==> src/rtl/ysyx_25040111_lsu_pkg.sv <==
// Shared types and constants for the load/store unit: FSM states, access size codes, AXI codes.
package ysyx_25040111_lsu_pkg;
  typedef enum logic [1:0] {R_IDLE, R_ADDR, R_DATA, R_DONE} rstate_t;
  typedef enum logic [1:0] {W_IDLE, W_REQ, W_RESP, W_DONE} wstate_t;

  localparam logic [1:0] MASK_B = 2'b00;
  localparam logic [1:0] MASK_H = 2'b01;
  localparam logic [1:0] MASK_W = 2'b10;

  localparam logic [1:0] AXI_BURST_INCR = 2'b01;
  localparam logic [1:0] AXI_RESP_OKAY  = 2'b00;

  // 11 is treated as a word access, same as 10.
  function automatic logic [2:0] size_of(input logic [1:0] mask);
    return (mask == MASK_H) ? 3'd1 : (mask[1] ? 3'd2 : 3'd0);
  endfunction
endpackage

==> src/rtl/ysyx_25040111_lsu_if.sv <==
// AXI4 master-side bundle between the LSU and the memory fabric.
interface ysyx_25040111_lsu_if;
  logic        arvalid, arready;
  logic [31:0] araddr;
  logic [7:0]  arlen;
  logic [2:0]  arsize;
  logic [1:0]  arburst;
  logic        rvalid, rready;
  logic [31:0] rdata;
  logic [1:0]  rresp;
  logic        rlast;
  logic        awvalid, awready;
  logic [31:0] awaddr;
  logic [7:0]  awlen;
  logic [2:0]  awsize;
  logic [1:0]  awburst;
  logic        wvalid, wready;
  logic [31:0] wdata;
  logic [3:0]  wstrb;
  logic        wlast;
  logic        bvalid, bready;
  logic [1:0]  bresp;

  modport master (
    output arvalid, araddr, arlen, arsize, arburst, rready,
           awvalid, awaddr, awlen, awsize, awburst, wvalid, wdata, wstrb, wlast, bready,
    input  arready, rvalid, rdata, rresp, rlast, awready, wready, bvalid, bresp
  );
  modport slave (
    input  arvalid, araddr, arlen, arsize, arburst, rready,
           awvalid, awaddr, awlen, awsize, awburst, wvalid, wdata, wstrb, wlast, bready,
    output arready, rvalid, rdata, rresp, rlast, awready, wready, bvalid, bresp
  );
endinterface

==> src/rtl/ysyx_25040111_lsu_align.sv <==
// Byte-lane alignment: load extract/extend and store strobe/lane replication.
module ysyx_25040111_lsu_align
  import ysyx_25040111_lsu_pkg::*;
(
  input  logic [31:0] ld_raw,
  input  logic [1:0]  ld_off,
  input  logic [1:0]  ld_mask,
  input  logic        ld_sign,
  input  logic        ld_pass,
  output logic [31:0] ld_data,
  input  logic [31:0] st_data,
  input  logic [1:0]  st_off,
  input  logic [1:0]  st_mask,
  output logic [31:0] st_wdata,
  output logic [3:0]  st_strb
);
  logic [31:0] sh_b, sh_h;
  logic [7:0]  b;
  logic [15:0] h;

  // Halves select on off[1] only, so off=3 quietly reads the upper half.
  always_comb begin
    sh_b = ld_raw >> {ld_off, 3'b000};
    sh_h = ld_raw >> {ld_off[1], 4'b0000};
    b    = sh_b[7:0];
    h    = sh_h[15:0];
    if (ld_pass)
      ld_data = ld_raw;
    else begin
      case (ld_mask)
        MASK_B:  ld_data = {{24{ld_sign & b[7]}}, b};
        MASK_H:  ld_data = {{16{ld_sign & h[15]}}, h};
        default: ld_data = ld_raw;
      endcase
    end
  end

  always_comb begin
    case (st_mask)
      MASK_B: begin
        st_strb  = 4'b0001 << st_off;
        st_wdata = {4{st_data[7:0]}};
      end
      MASK_H: begin
        st_strb  = 4'b0011 << {st_off[1], 1'b0};
        st_wdata = {2{st_data[15:0]}};
      end
      default: begin
        st_strb  = 4'b1111;
        st_wdata = st_data;
      end
    endcase
  end
endmodule

==> src/rtl/ysyx_25040111_lsu.sv <==
// Load/store unit: arbiter read/write channels to AXI4 master, independent read and write FSMs.
module ysyx_25040111_lsu
  import ysyx_25040111_lsu_pkg::*;
(
  input  logic        clock,
  input  logic        reset,
  input  logic        lsu_rvalid,
  input  logic [31:0] lsu_raddr,
  input  logic [7:0]  lsu_rlen,
  input  logic        lsu_burst,
  input  logic [1:0]  lsu_rmask,
  input  logic        lsu_rsign,
  output logic        lsu_rready,
  output logic [31:0] lsu_rdata,
  input  logic        lsu_wvalid,
  input  logic [31:0] lsu_waddr,
  input  logic [31:0] lsu_wdata,
  input  logic [1:0]  lsu_wmask,
  output logic        lsu_wready,
  output logic        lsu_err,
  ysyx_25040111_lsu_if.master axi
);
  rstate_t     rstate;
  wstate_t     wstate;
  logic [1:0]  r_mask;
  logic        r_sign, r_burst;
  logic        rd_err, wr_err;
  logic [31:0] ld_data, st_wdata;
  logic [3:0]  st_strb;

  assign axi.arburst = AXI_BURST_INCR;
  assign axi.awburst = AXI_BURST_INCR;
  assign axi.awlen   = 8'd0;
  assign axi.wlast   = 1'b1;
  assign lsu_err     = rd_err | wr_err;

  ysyx_25040111_lsu_align u_align (
    .ld_raw  (axi.rdata),
    .ld_off  (axi.araddr[1:0]),
    .ld_mask (r_mask),
    .ld_sign (r_sign),
    .ld_pass (r_burst),
    .ld_data (ld_data),
    .st_data (lsu_wdata),
    .st_off  (lsu_waddr[1:0]),
    .st_mask (lsu_wmask),
    .st_wdata(st_wdata),
    .st_strb (st_strb)
  );

  always_ff @(posedge clock) begin
    if (reset) begin
      rstate      <= R_IDLE;
      axi.arvalid <= 1'b0;
      axi.araddr  <= '0;
      axi.arlen   <= '0;
      axi.arsize  <= '0;
      axi.rready  <= 1'b0;
      lsu_rready  <= 1'b0;
      lsu_rdata   <= '0;
      rd_err      <= 1'b0;
      r_mask      <= '0;
      r_sign      <= 1'b0;
      r_burst     <= 1'b0;
    end else begin
      lsu_rready <= 1'b0;
      rd_err     <= 1'b0;
      case (rstate)
        R_IDLE: if (lsu_rvalid) begin
          axi.araddr  <= lsu_raddr;
          axi.arlen   <= lsu_burst ? lsu_rlen : 8'd0;
          axi.arsize  <= lsu_burst ? 3'd2 : size_of(lsu_rmask);
          axi.arvalid <= 1'b1;
          r_mask      <= lsu_rmask;
          r_sign      <= lsu_rsign;
          r_burst     <= lsu_burst;
          rstate      <= R_ADDR;
        end
        R_ADDR: if (axi.arready) begin
          axi.arvalid <= 1'b0;
          axi.rready  <= 1'b1;
          rstate      <= R_DATA;
        end
        R_DATA: if (axi.rvalid) begin
          lsu_rdata  <= ld_data;
          lsu_rready <= 1'b1;
          rd_err     <= (axi.rresp != AXI_RESP_OKAY);
          if (axi.rlast) begin
            axi.rready <= 1'b0;
            rstate     <= R_DONE;
          end
        end
        // Requester must drop valid before a new request is taken.
        R_DONE: if (!lsu_rvalid) rstate <= R_IDLE;
      endcase
    end
  end

  always_ff @(posedge clock) begin
    if (reset) begin
      wstate      <= W_IDLE;
      axi.awvalid <= 1'b0;
      axi.awaddr  <= '0;
      axi.awsize  <= '0;
      axi.wvalid  <= 1'b0;
      axi.wdata   <= '0;
      axi.wstrb   <= '0;
      axi.bready  <= 1'b0;
      lsu_wready  <= 1'b0;
      wr_err      <= 1'b0;
    end else begin
      lsu_wready <= 1'b0;
      wr_err     <= 1'b0;
      case (wstate)
        W_IDLE: if (lsu_wvalid) begin
          axi.awaddr  <= lsu_waddr;
          axi.awsize  <= size_of(lsu_wmask);
          axi.wdata   <= st_wdata;
          axi.wstrb   <= st_strb;
          axi.awvalid <= 1'b1;
          axi.wvalid  <= 1'b1;
          wstate      <= W_REQ;
        end
        W_REQ: begin
          if (axi.awready) axi.awvalid <= 1'b0;
          if (axi.wready)  axi.wvalid  <= 1'b0;
          // A channel is finished once its valid is low or it handshakes now.
          if ((!axi.awvalid || axi.awready) && (!axi.wvalid || axi.wready)) begin
            axi.bready <= 1'b1;
            wstate     <= W_RESP;
          end
        end
        W_RESP: if (axi.bvalid) begin
          axi.bready <= 1'b0;
          lsu_wready <= 1'b1;
          wr_err     <= (axi.bresp != AXI_RESP_OKAY);
          wstate     <= W_DONE;
        end
        W_DONE: if (!lsu_wvalid) wstate <= W_IDLE;
      endcase
    end
  end
endmodule

==> src/flat_wrapper.sv <==
// flat-port wrapper written by rule: the top's interface ports become plain ports
module ysyx_25040111_lsu_flat import ysyx_25040111_lsu_pkg::*;
  (clock, reset, lsu_rvalid, lsu_raddr, lsu_rlen, lsu_burst, lsu_rmask, lsu_rsign, lsu_rready, lsu_rdata, lsu_wvalid, lsu_waddr, lsu_wdata, lsu_wmask, lsu_wready, lsu_err, axi_arvalid, axi_araddr, axi_arlen, axi_arsize, axi_arburst, axi_rready, axi_awvalid, axi_awaddr, axi_awlen, axi_awsize, axi_awburst, axi_wvalid, axi_wdata, axi_wstrb, axi_wlast, axi_bready, axi_arready, axi_rvalid, axi_rdata, axi_rresp, axi_rlast, axi_awready, axi_wready, axi_bvalid, axi_bresp);
  ysyx_25040111_lsu_if axi_i ();
  input  logic clock;
  input  logic reset;
  input  logic lsu_rvalid;
  input  logic [31:0] lsu_raddr;
  input  logic [7:0] lsu_rlen;
  input  logic lsu_burst;
  input  logic [1:0] lsu_rmask;
  input  logic lsu_rsign;
  output logic lsu_rready;
  output logic [31:0] lsu_rdata;
  input  logic lsu_wvalid;
  input  logic [31:0] lsu_waddr;
  input  logic [31:0] lsu_wdata;
  input  logic [1:0] lsu_wmask;
  output logic lsu_wready;
  output logic lsu_err;
  output wire logic [$bits(axi_i.arvalid)-1:0] axi_arvalid;
  output wire logic [$bits(axi_i.araddr)-1:0] axi_araddr;
  output wire logic [$bits(axi_i.arlen)-1:0] axi_arlen;
  output wire logic [$bits(axi_i.arsize)-1:0] axi_arsize;
  output wire logic [$bits(axi_i.arburst)-1:0] axi_arburst;
  output wire logic [$bits(axi_i.rready)-1:0] axi_rready;
  output wire logic [$bits(axi_i.awvalid)-1:0] axi_awvalid;
  output wire logic [$bits(axi_i.awaddr)-1:0] axi_awaddr;
  output wire logic [$bits(axi_i.awlen)-1:0] axi_awlen;
  output wire logic [$bits(axi_i.awsize)-1:0] axi_awsize;
  output wire logic [$bits(axi_i.awburst)-1:0] axi_awburst;
  output wire logic [$bits(axi_i.wvalid)-1:0] axi_wvalid;
  output wire logic [$bits(axi_i.wdata)-1:0] axi_wdata;
  output wire logic [$bits(axi_i.wstrb)-1:0] axi_wstrb;
  output wire logic [$bits(axi_i.wlast)-1:0] axi_wlast;
  output wire logic [$bits(axi_i.bready)-1:0] axi_bready;
  input wire logic [$bits(axi_i.arready)-1:0] axi_arready;
  input wire logic [$bits(axi_i.rvalid)-1:0] axi_rvalid;
  input wire logic [$bits(axi_i.rdata)-1:0] axi_rdata;
  input wire logic [$bits(axi_i.rresp)-1:0] axi_rresp;
  input wire logic [$bits(axi_i.rlast)-1:0] axi_rlast;
  input wire logic [$bits(axi_i.awready)-1:0] axi_awready;
  input wire logic [$bits(axi_i.wready)-1:0] axi_wready;
  input wire logic [$bits(axi_i.bvalid)-1:0] axi_bvalid;
  input wire logic [$bits(axi_i.bresp)-1:0] axi_bresp;
  assign axi_arvalid = axi_i.arvalid;
  assign axi_araddr = axi_i.araddr;
  assign axi_arlen = axi_i.arlen;
  assign axi_arsize = axi_i.arsize;
  assign axi_arburst = axi_i.arburst;
  assign axi_rready = axi_i.rready;
  assign axi_awvalid = axi_i.awvalid;
  assign axi_awaddr = axi_i.awaddr;
  assign axi_awlen = axi_i.awlen;
  assign axi_awsize = axi_i.awsize;
  assign axi_awburst = axi_i.awburst;
  assign axi_wvalid = axi_i.wvalid;
  assign axi_wdata = axi_i.wdata;
  assign axi_wstrb = axi_i.wstrb;
  assign axi_wlast = axi_i.wlast;
  assign axi_bready = axi_i.bready;
  assign axi_i.arready = axi_arready;
  assign axi_i.rvalid = axi_rvalid;
  assign axi_i.rdata = axi_rdata;
  assign axi_i.rresp = axi_rresp;
  assign axi_i.rlast = axi_rlast;
  assign axi_i.awready = axi_awready;
  assign axi_i.wready = axi_wready;
  assign axi_i.bvalid = axi_bvalid;
  assign axi_i.bresp = axi_bresp;
  ysyx_25040111_lsu u_core (.clock(clock), .reset(reset), .lsu_rvalid(lsu_rvalid), .lsu_raddr(lsu_raddr), .lsu_rlen(lsu_rlen), .lsu_burst(lsu_burst), .lsu_rmask(lsu_rmask), .lsu_rsign(lsu_rsign), .lsu_rready(lsu_rready), .lsu_rdata(lsu_rdata), .lsu_wvalid(lsu_wvalid), .lsu_waddr(lsu_waddr), .lsu_wdata(lsu_wdata), .lsu_wmask(lsu_wmask), .lsu_wready(lsu_wready), .lsu_err(lsu_err), .axi(axi_i));
endmodule
==> config.mk <==
export PLATFORM = sky130hd
export DESIGN_NAME = ysyx_25040111_lsu_flat
export DESIGN_NICKNAME = d
export VERILOG_FILES = /design/src/rtl/ysyx_25040111_lsu_pkg.sv /design/src/rtl/ysyx_25040111_lsu_if.sv /design/src/rtl/ysyx_25040111_lsu_align.sv /design/src/rtl/ysyx_25040111_lsu.sv /design/src/flat_wrapper.sv
export SDC_FILE = /design/constraint.sdc
export NUM_CORES = 1
export LEC_CHECK = 0
export ABC_AREA = 1
export CORE_UTILIZATION = 40
export CTS_BUF_LIST = sky130_fd_sc_hd__clkbuf_8
export DETAILED_ROUTE_END_ITERATION = 10
export GPL_TIMING_DRIVEN = 0
export PLACE_DENSITY = 0.83
export REMOVE_ABC_BUFFERS = 1
export SETUP_SLACK_MARGIN = 0.15
export SLEW_MARGIN = 40
export SYNTH_ARGS = -nofsm -noshare
export SYNTH_HDL_FRONTEND = slang
export SYNTH_SLANG_ARGS = --single-unit
==> constraint.sdc <==
create_clock -name clock -period 2.05 [get_ports clock]
set_clock_uncertainty 0.1 [all_clocks]
set_input_delay 0.205 -clock clock [delete_from_list [all_inputs] [get_ports clock]]
set_output_delay 0.205 -clock clock [all_outputs]
set_load 0.01 [all_outputs]
==> Word level (Yosys, flattened, before mapping) <==
Cells that the tools add are included.
{ "word_totals": {"ff_bits": 163, "in_bits": 156, "output_inout_bits": 167, "wordCells": 120} }
{ "op_classes": {"eq_ne": 20, "shift": 4, "mux": 38, "bitwise": 7, "reduce_logical": 29} }
{ "op_table": {"columns": ["operator", "n"], "rows": [
  ["case mux 32 bit (2 select lines)", 2],
  ["two-way mux 32 bit", 1],
  ["right shift 32 x 5 -> 16 bit", 1],
  ["right shift 32 x 5 -> 8 bit", 1],
  ["two-way mux 2 bit", 11],
  ["inequality test 2 bit, second input constant", 10],
  ["case mux 2 bit (4 select lines)", 2],
  ["two-way mux 1 bit", 12],
  ["AND reduction 3 bit", 4],
  ["nonzero test 2 bit", 6],
  ["== test 2 x 1 -> 1 bit, second input constant", 5],
  ["case mux 1 bit (2 select lines)", 5],
  ["two-way mux 3 bit", 3],
  ["== test 2 bit, second input constant", 4],
  ["zero test 2 bit", 4],
  ["two-way mux 8 bit", 1],
  ["case mux 4 bit (2 select lines)", 1],
  ["AND reduction 4 bit", 2],
  ["AND reduction 2 bit", 3],
  ["OR reduction 3 bit", 2],
  ["AND reduction 5 bit", 1],
  ["inverter 1 bit", 4],
  ["OR reduction 2 bit", 2],
  ["left shift 1 x 2 -> 4 bit, first input constant", 1],
  ["other kinds (7)", 10]
]} }

==> Depth between registers and ports, before layout <==
Gate-level depths: netlist of the first run.
{ "logic_depth": {"ltp_word": 5, "mapped_depth": 10, "mapped_depth_nobuf": 10} }

==> By module <==
A second synthesis of the first run with hierarchy kept.
{ "hier_totals": {"hier_cells": 1043, "area_unflattened_um2": 7267.0} }
{ "modules_own_cells": {"columns": ["module", "n_inst", "cells_per_inst", "area_each_um2", "seq_area_each_um2"], "rows": [
  ["ysyx_25040111_lsu", 1, 777, 6069.6, 3223.1],
  ["ysyx_25040111_lsu_align", 1, 266, 1197.4, 0.0]
]} }

==> Worst setup path before layout of the first run <==
OpenSTA, ideal clock, no wires.
{ "synth_timing": {"path_kind": "register -> register", "from": "register u_core.wstate[0]", "to": "register u_core.axi.wstrb[0] in the netlist's numbering", "setup_ps": 128, "t_arrival_ps": 1280, "t_required_ps": 1822, "slack_ps": 543, "path_stages_with_launch": 8, "n_path_buf": 1, "synth_period_minus_slack_ps": 1507, "cell_sequence": "dfxtp_1 > inv_1 > ha_1 > nand2_2 > buf_2 > nor2_1 > a221oi_1 > nor2_1"} }
{ "synth_between": {"elab_chain_cells": 2} }
{ "synth_lines": {"columns": ["item", "line_no", "rtl"], "rows": [
  ["start: declaration", "ysyx_25040111_lsu.sv:24", "wstate_t wstate;"],
  ["start signal: assignment", "ysyx_25040111_lsu.sv:101", "wstate <= W_IDLE;"],
  ["start signal: assignment", "ysyx_25040111_lsu.sv:122", "wstate <= W_REQ;"],
  ["start signal: assignment", "ysyx_25040111_lsu.sv:130", "wstate <= W_RESP;"],
  ["zero test 2 bit", "ysyx_25040111_lsu.sv:114", "case (wstate)"],
  ["AND reduction 2 bit (no source line)", null, null],
  ["end signal: assignment", "ysyx_25040111_lsu.sv:119", "axi.wstrb <= st_strb;"],
  ["end: declaration", "ysyx_25040111_lsu_if.sv:26", "awvalid, awaddr, awlen, awsize, awburst, wvalid, wdata, wstrb, wlast, bready,"]
]} }
No other way between the ends.
A chain may end at the register's enable or synchronous reset.

==> Worst setup path in the final report of the first run <==
{ "layout_timing": {"from": "register u_core.axi.araddr[0]", "to": "output port axi_araddr[0]"} }
{ "layout_lines": {"columns": ["item", "line_no", "rtl"], "rows": [
  ["start: declaration", "ysyx_25040111_lsu_if.sv:25", "output arvalid, araddr, arlen, arsize, arburst, rready,"],
  ["start signal: assignment", "ysyx_25040111_lsu.sv:70", "axi.araddr <= lsu_raddr;"],
  ["end: declaration", "flat_wrapper.sv:22", "output wire logic [$bits(axi_i.araddr)-1:0] axi_araddr;"]
]} }
No word-level cell between the ends.

==> flow_summary.json, run 1 <==
{
  "cts-buffers-inserted": 17,
  "ioPinCount": 323,
  "hp-start": "reset",
  "fin_util_pct": 62.70,
  "critPathBufInv": 1,
  "drt-total-wl_um": 22250,
  "status": "finished, final reports clean",
  "grt_max_degree": 115,
  "grtUsageTotal_pct": 24.94,
  "rr_startpoint": "u_core.wstate[0]$_SDFFE_PP0P_",
  "die_height_um": 132.6,
  "dp.cells": 1404,
  "core_area_um2": 16640,
  "final_cell_mix": "306 x clkdlybuf4s50_1, 172 x nand2_1, 165 x nor2_1",
  "syn-cell-area_um2": 6823,
  "io_buffer_count": 307,
  "synth_compound_area_share_pct": 21.58,
  "layout_commonest_cell": "clkdlybuf4s50_1",
  "layout.cells.non_filler": 1441,
  "hold_end": "u_core.axi.wstrb[0]$_SDFFE_PP0P_",
  "synth-xor-area-share_pct": 0,
  "max-cap-violations": 0,
  "diodes": 0,
  "slew_viol_final": 0,
  "synth-seq-cells": 161,
  "synth_top_family_by_area": "compound AO/OA/AOI/OAI gates",
  "crit_path_max_fanout": 6,
  "grt_pass1_wl_um": 35050,
  "via_per_inst": 5.038,
  "tightestPinTransition_ps": 702.9,
  "cp-end-kind": "output pin",
  "min_period_over_period_pct": 90.42,
  "rsz0062_at_grt": "true",
  "wl_per_cell_um": 15.44,
  "vias": 7260,
  "fmax_mhz": 539.5,
  "r2r_cells": 6,
  "cp.arrival_ps": 1550,
  "syn2layout_area_growth_pct": 52.94,
  "r2r_end": "u_core.axi.wdata[20]$_SDFFE_PP0P_",
  "antenna_found_initial": 0,
  "path_cells": "clkdlybuf4s50_1",
  "syn_avg_cell_area_um2": 7.313,
  "drtIter0Drc": 441,
  "synthDistinctLibCells": 33,
  "hold_buffers": 0,
  "clock-sinks": 161,
  "htree_levels": 4,
  "synth.yosys.seq_area_share_pct": 47.24,
  "cp.required_ps": 1750,
  "maxSlewHeadroom_pct": 53.09,
  "clock_path_buffers": 2,
  "drtAntennaViolNets": 0,
  "min_path_cells": 2,
  "clk_latency_ps": 450,
  "finalSetupTns_ps": 0,
  "die_w_um": 132.6,
  "path_class": "flip-flop to output pin",
  "synth-simple-area-share_pct": 21.24,
  "synthCells": 933,
  "hold_viol": 0,
  "drcViolationCount": 0,
  "cts_tree": "done",
  "gp_congestion": 0.8555,
  "synthAdderAreaFrac_pct": 1.650,
  "dp_hpwl_um": 14610,
  "cpPeakStageDelay_ps": 620,
  "rows": 47,
  "hold_path.class": "input port to flip-flop",
  "critPathTopFamily": "buffers and inverters",
  "p_per_area_nw_per_um2": 1117,
  "setup_viol": 0,
  "p_leak_nw": 4.183,
  "fillers": 1448,
  "hold_slack_ps": 128.8,
  "drive_gt1_share_pct": 5.979,
  "fp.dieArea_um2": 17580,
  "finalNetCount": 1374,
  "postCtsSetupBuffers": 0,
  "clkSlewWorstSetupHoldPaths_ps": 90,
  "cp_slowest_cell": "clkdlybuf4s50_1",
  "grt_pass1_vias": 7035,
  "drt_first_pass_iters": 7,
  "reg2reg_slack_ps": 300,
  "root_buffer": "clkbuf_8",
  "overflow": 0,
  "initial_core_util_pct": 41.00,
  "fin_crit_ps": 1854,
  "synth_warnings": 0,
  "cp-start-kind": "flip-flop",
  "vdd_drop_max_mv": 0.5472,
  "muxShareOfSynthArea_pct": 0
}
-- routing by layer --
metal  wire [um]  vias to the layer above  global-route usage (%)  part of all wire, %
met4         548                        0                   9.579                  2.5
met5           0                        -                       0                    0
met1        8881                     3284                   28.13                   40
met3        2135                       41                   9.195                  9.6
li1            -                     3578                       -                    -
met2       10690                      357                   42.72                   48
-- cell usage after synthesis --
master / number / area (um^2)
a211oi_1: 1 / 7.510
o21bai_1: 1 / 7.510
dfxtp_1: 161 / 3223
o21a_1: 3 / 22.52
buf_6: 1 / 11.26
buf_4: 18 / 135.1
o22ai_1: 2 / 12.51
inv_1: 50 / 187.7
nand3b_1: 1 / 7.510
buf_2: 13 / 65.06
o21ai_0: 136 / 680.7
nor2_1: 166 / 623.1
conb_1: 2 / 7.510
or2_2: 4 / 25.02
inv_2: 4 / 15.01
nand2_1: 174 / 653.1
nand3_1: 7 / 35.03
clkbuf_1: 36 / 135.1
a22oi_1: 7 / 52.55
nor2_2: 4 / 25.02
nand3_4: 1 / 17.52
a21oi_1: 88 / 440.4
a21oi_2: 10 / 87.58
a31oi_1: 9 / 56.30
ha_1: 9 / 112.6
o211a_1: 2 / 20.02
a221oi_1: 1 / 8.760
clkinv_1: 1 / 3.750
o221ai_1: 7 / 61.31
nor3_1: 5 / 25.02
nand2_2: 6 / 37.54
clkbuf_2: 1 / 5.000
o211ai_1: 2 / 15.01
-- what timing repair did --
action | CTS | global route
cloned | 4 | 2
endpoints found under the setup margin | 147 | 85
gates resized for setup | 19 | 7
pin swaps | 1 | 1
-- registers in the layout, summed over array words and instances (netlist names), 2 cells and up --
name	flops
u_core.axi.araddr	32
u_core.axi.awaddr	32
u_core.axi.wdata	32
u_core.lsu_rdata	32
u_core.axi.arlen	8
u_core.axi.wstrb	4
u_core.axi.arsize	2
u_core.axi.awsize	2
u_core.r_mask	2
u_core.rstate	2
u_core.wstate	2
-- cell families (layout without fill, tap and decap cells) --
family                   Yosys count  count (layout)
AO/OA/AOI/OAI                    269             269
buffers and inverters            124             396
other                              2              15
AND/OR/NAND/NOR                  368             371
adder cells (fa/ha/maj)            9               9
flip-flops                       161             161
-- worst max path at each step --
stage / start / cells past startpoint / end / slack, ps
after floorplan: u_core.rstate[0]$_SDFFE_PP0P_ / 6 / u_core.r_burst$_SDFFE_PP0P_ / -600
after global placement: reset / 4 / u_core.axi.araddr[1]$_SDFFE_PP0P_ / -3410
after detailed placement: lsu_wvalid / 7 / u_core.axi.wdata[17]$_SDFFE_PP0P_ / -570
after CTS: u_core.rstate[0]$_SDFFE_PP0P_ / 6 / u_core.axi.arlen[5]$_SDFFE_PP0P_ / 160
after global routing: u_core.wstate[1]$_SDFFE_PP0P_ / 9 / u_core.wstate[0]$_SDFFE_PP0P_ / 150
final: u_core.axi.araddr[0]$_SDFFE_PP0P_ / 1 / axi_araddr[0] / 200
-- per-stage QoR --
stage	area (um^2)	total power, mW	setup slack [ps]
finish	10440	11.66	196.4
detailed placement	9892	9.027	-574.2
floorplan	6520	6.663	-601.9
global placement	9868	8.931	-3415
CTS	10380	11.61	157.8
global route	10440	12.41	148.1
-- area by class of cell --
class                      count  area (um^2)  area share (%)
clock buffer                  17        234.0           2.242
clock inverter                14        151.4           1.451
inverter                      55        252.7           2.422
multi-input combinational    664         3201           30.67
sequential                   161         3227           30.92
tap                          220        275.3           2.638
timing repair buffer         307         3070           29.42
timing repair inverter         3        23.77          0.2278
-- report_power, final --
| group | total [mW] | internal (mW) | switching (mW) |
|---|---|---|---|
| combinational | 4.97 | 2.25 | 2.72 |
| clock | 2.38 | 1.18 | 1.20 |
| sequential | 4.31 | 3.87 | 0.434 |
| total | 11.7 | 7.30 | 4.35 |
(Power assumes the default switching activity.)
==> run 2, diff against run 1 <==
CORE_MARGIN = 10   (was default)
REMOVE_ABC_BUFFERS = default   (was 1)
==> flow_summary.json, run 2 (synthesis gave the netlist of run 1 again) <==
{
  "status": "finished, final reports clean",
  "path_cells": "inv_1 > ha_1 > nand2_1 > clkbuf_1 > a21oi_1 > a21oi_2",
  "die_w_um": 150.6,
  "drtIter0Drc": 375,
  "rsz0062_at_grt": "true",
  "grt_pass1_vias": 7426,
  "reg2reg_slack_ps": 230,
  "cp-end-kind": "flip-flop",
  "drcViolationCount": 0,
  "fmax_mhz": 549.2,
  "maxSlewHeadroom_pct": 46.64,
  "clkSlewWorstSetupHoldPaths_ps": 90,
  "finalNetCount": 1438,
  "cp.arrival_ps": 2110,
  "cp.required_ps": 2340,
  "fin_crit_ps": 1821,
  "wl_per_cell_um": 18.86,
  "via_per_inst": 5.039,
  "postCtsSetupBuffers": 0,
  "drt_first_pass_iters": 4,
  "cp-start-kind": "flip-flop",
  "fillers": 1480,
  "hold_path.class": "input port to flip-flop",
  "vdd_drop_max_mv": 0.5372,
  "total_power_mw": 11.69,
  "path_class": "flip-flop to flip-flop",
  "p_leak_nw": 4.388,
  "cpPeakStageDelay_ps": 420,
  "antenna_found_initial": 0,
  "design_area_um2": 10660,
  "final_cell_mix": "305 x clkdlybuf4s50_1, 173 x nand2_1, 166 x nor2_1",
  "rows": 47,
  "hold_viol": 0,
  "overflow": 0,
  "crit_path_max_fanout": 10,
  "diodes": 0,
  "io_buffer_count": 306,
  "root_buffer": "clkbuf_8",
  "drtAntennaViolNets": 0,
  "vias": 7589,
  "clock-sinks": 161,
  "drive_gt1_share_pct": 8.476,
  "core_area_um2": 16640,
  "initial_core_util_pct": 41.00,
  "finalSetupTns_ps": 0,
  "min_path_cells": 3,
  "fin_util_pct": 64.06,
  "syn2layout_area_growth_pct": 56.24,
  "slew_viol_final": 0,
  "cts-buffers-inserted": 17,
  "place_area_um2": 10210,
  "max-cap-violations": 0,
  "grt_pass1_wl_um": 42020,
  "grt_max_degree": 17,
  "clk_latency_ps": 450,
  "cts_tree": "done",
  "hold_slack_ps": 202.5,
  "htree_levels": 4,
  "multi_input_area_um2": 3112,
  "p_per_area_nw_per_um2": 1096,
  "cp_slowest_cell": "clkbuf_1",
  "grtUsageTotal_pct": 23.99,
  "min_period_over_period_pct": 88.83,
  "clock_path_buffers": 2,
  "ioPinCount": 323,
  "fp.dieArea_um2": 22680,
  "dp_hpwl_um": 22530,
  "die_height_um": 150.6,
  "setup_viol": 0,
  "layout_commonest_cell": "clkdlybuf4s50_1",
  "gp_congestion": 0.9495,
  "drt-total-wl_um": 28400,
  "r2r_cells": 6,
  "register_area_um2": 3223,
  "tightestPinTransition_ps": 800.4
}
==> run 2: cell count changes in the layout (fill, tap and decap cells not counted), moves of 3 or more <==
cell	delta
inv_6	+3
nand2_8	-3
clkinvlp_4	-3
clkbuf_4	+3
bufinv_16	-3
buf_2	+9
buf_4	+18
clkbuf_1	+25
clkinv_2	-3
clkbuf_2	+12
==> run 2: per-layer routing <==
layer / wire (um) / GRT usage [%]
met4: 756 / 8.807
met2: 13320 / 40.04
met3: 3521 / 10.35
met5: 0 / 0
met1: 10800 / 26.66
==> run 2: cell type report <==
| cell class | instances | share of cell area [%] |
|---|---|---|
| well taps | 220 | 2.582 |
| inverters | 55 | 1.972 |
| plain buffers | 69 | 3.521 |
| clock inverters | 13 | 1.103 |
| multi-input cells | 661 | 29.19 |
| clock buffers | 19 | 2.453 |
| repair buffers | 308 | 28.94 |
| flip-flops and latches | 161 | 30.23 |
==> run 2: final timing paths <==
kind,start,end
setup reg to reg,u_core.rstate[0]$_SDFFE_PP0P_,u_core.lsu_rdata[22]$_SDFFE_PP0N_
setup / recovery,u_core.rstate[0]$_SDFFE_PP0P_,u_core.lsu_rdata[22]$_SDFFE_PP0N_
hold reg to reg,u_core.lsu_rdata[9]$_SDFFE_PP0N_,u_core.lsu_rdata[9]$_SDFFE_PP0N_
hold / removal,lsu_rlen[2],u_core.axi.arlen[2]$_SDFFE_PP0P_
==> run 2: metrics by stage <==
stage | worst slack [ps] | std cells
final | 229.0 | 1506
after global routing | 137.9 | 1506
after CTS | 160.5 | 1506
after detailed placement | 47.29 | 1472
after global placement | 69.84 | 1472
after floorplan | 542.8 | 946
==> run 2: what timing repair did <==
| action | CTS | global route |
|---|---|---|
| hold buffers | 2 | 0 |
| hold endpoints to repair | 3 | 0 |
| endpoints found under the setup margin | 32 | 120 |
| gates resized for setup | 6 | 25 |
| pin swaps | 0 | 0 |
==> run 2: report_power, final <==
group / internal (mW) / switching [mW] / total, mW
clock: 0.951 / 1.33 / 2.28
sequential: 3.87 / 0.436 / 4.31
combinational: 2.33 / 2.78 / 5.10
==> run 2: worst max-delay path: cells and delay by family, from the launching register on <==
family / cells / cell delay [ps]
fa+ha+maj: 1 / 260
flops: 1 / 380
compound gates: 2 / 290
simple gates: 1 / 210
buf+inv: 2 / 520
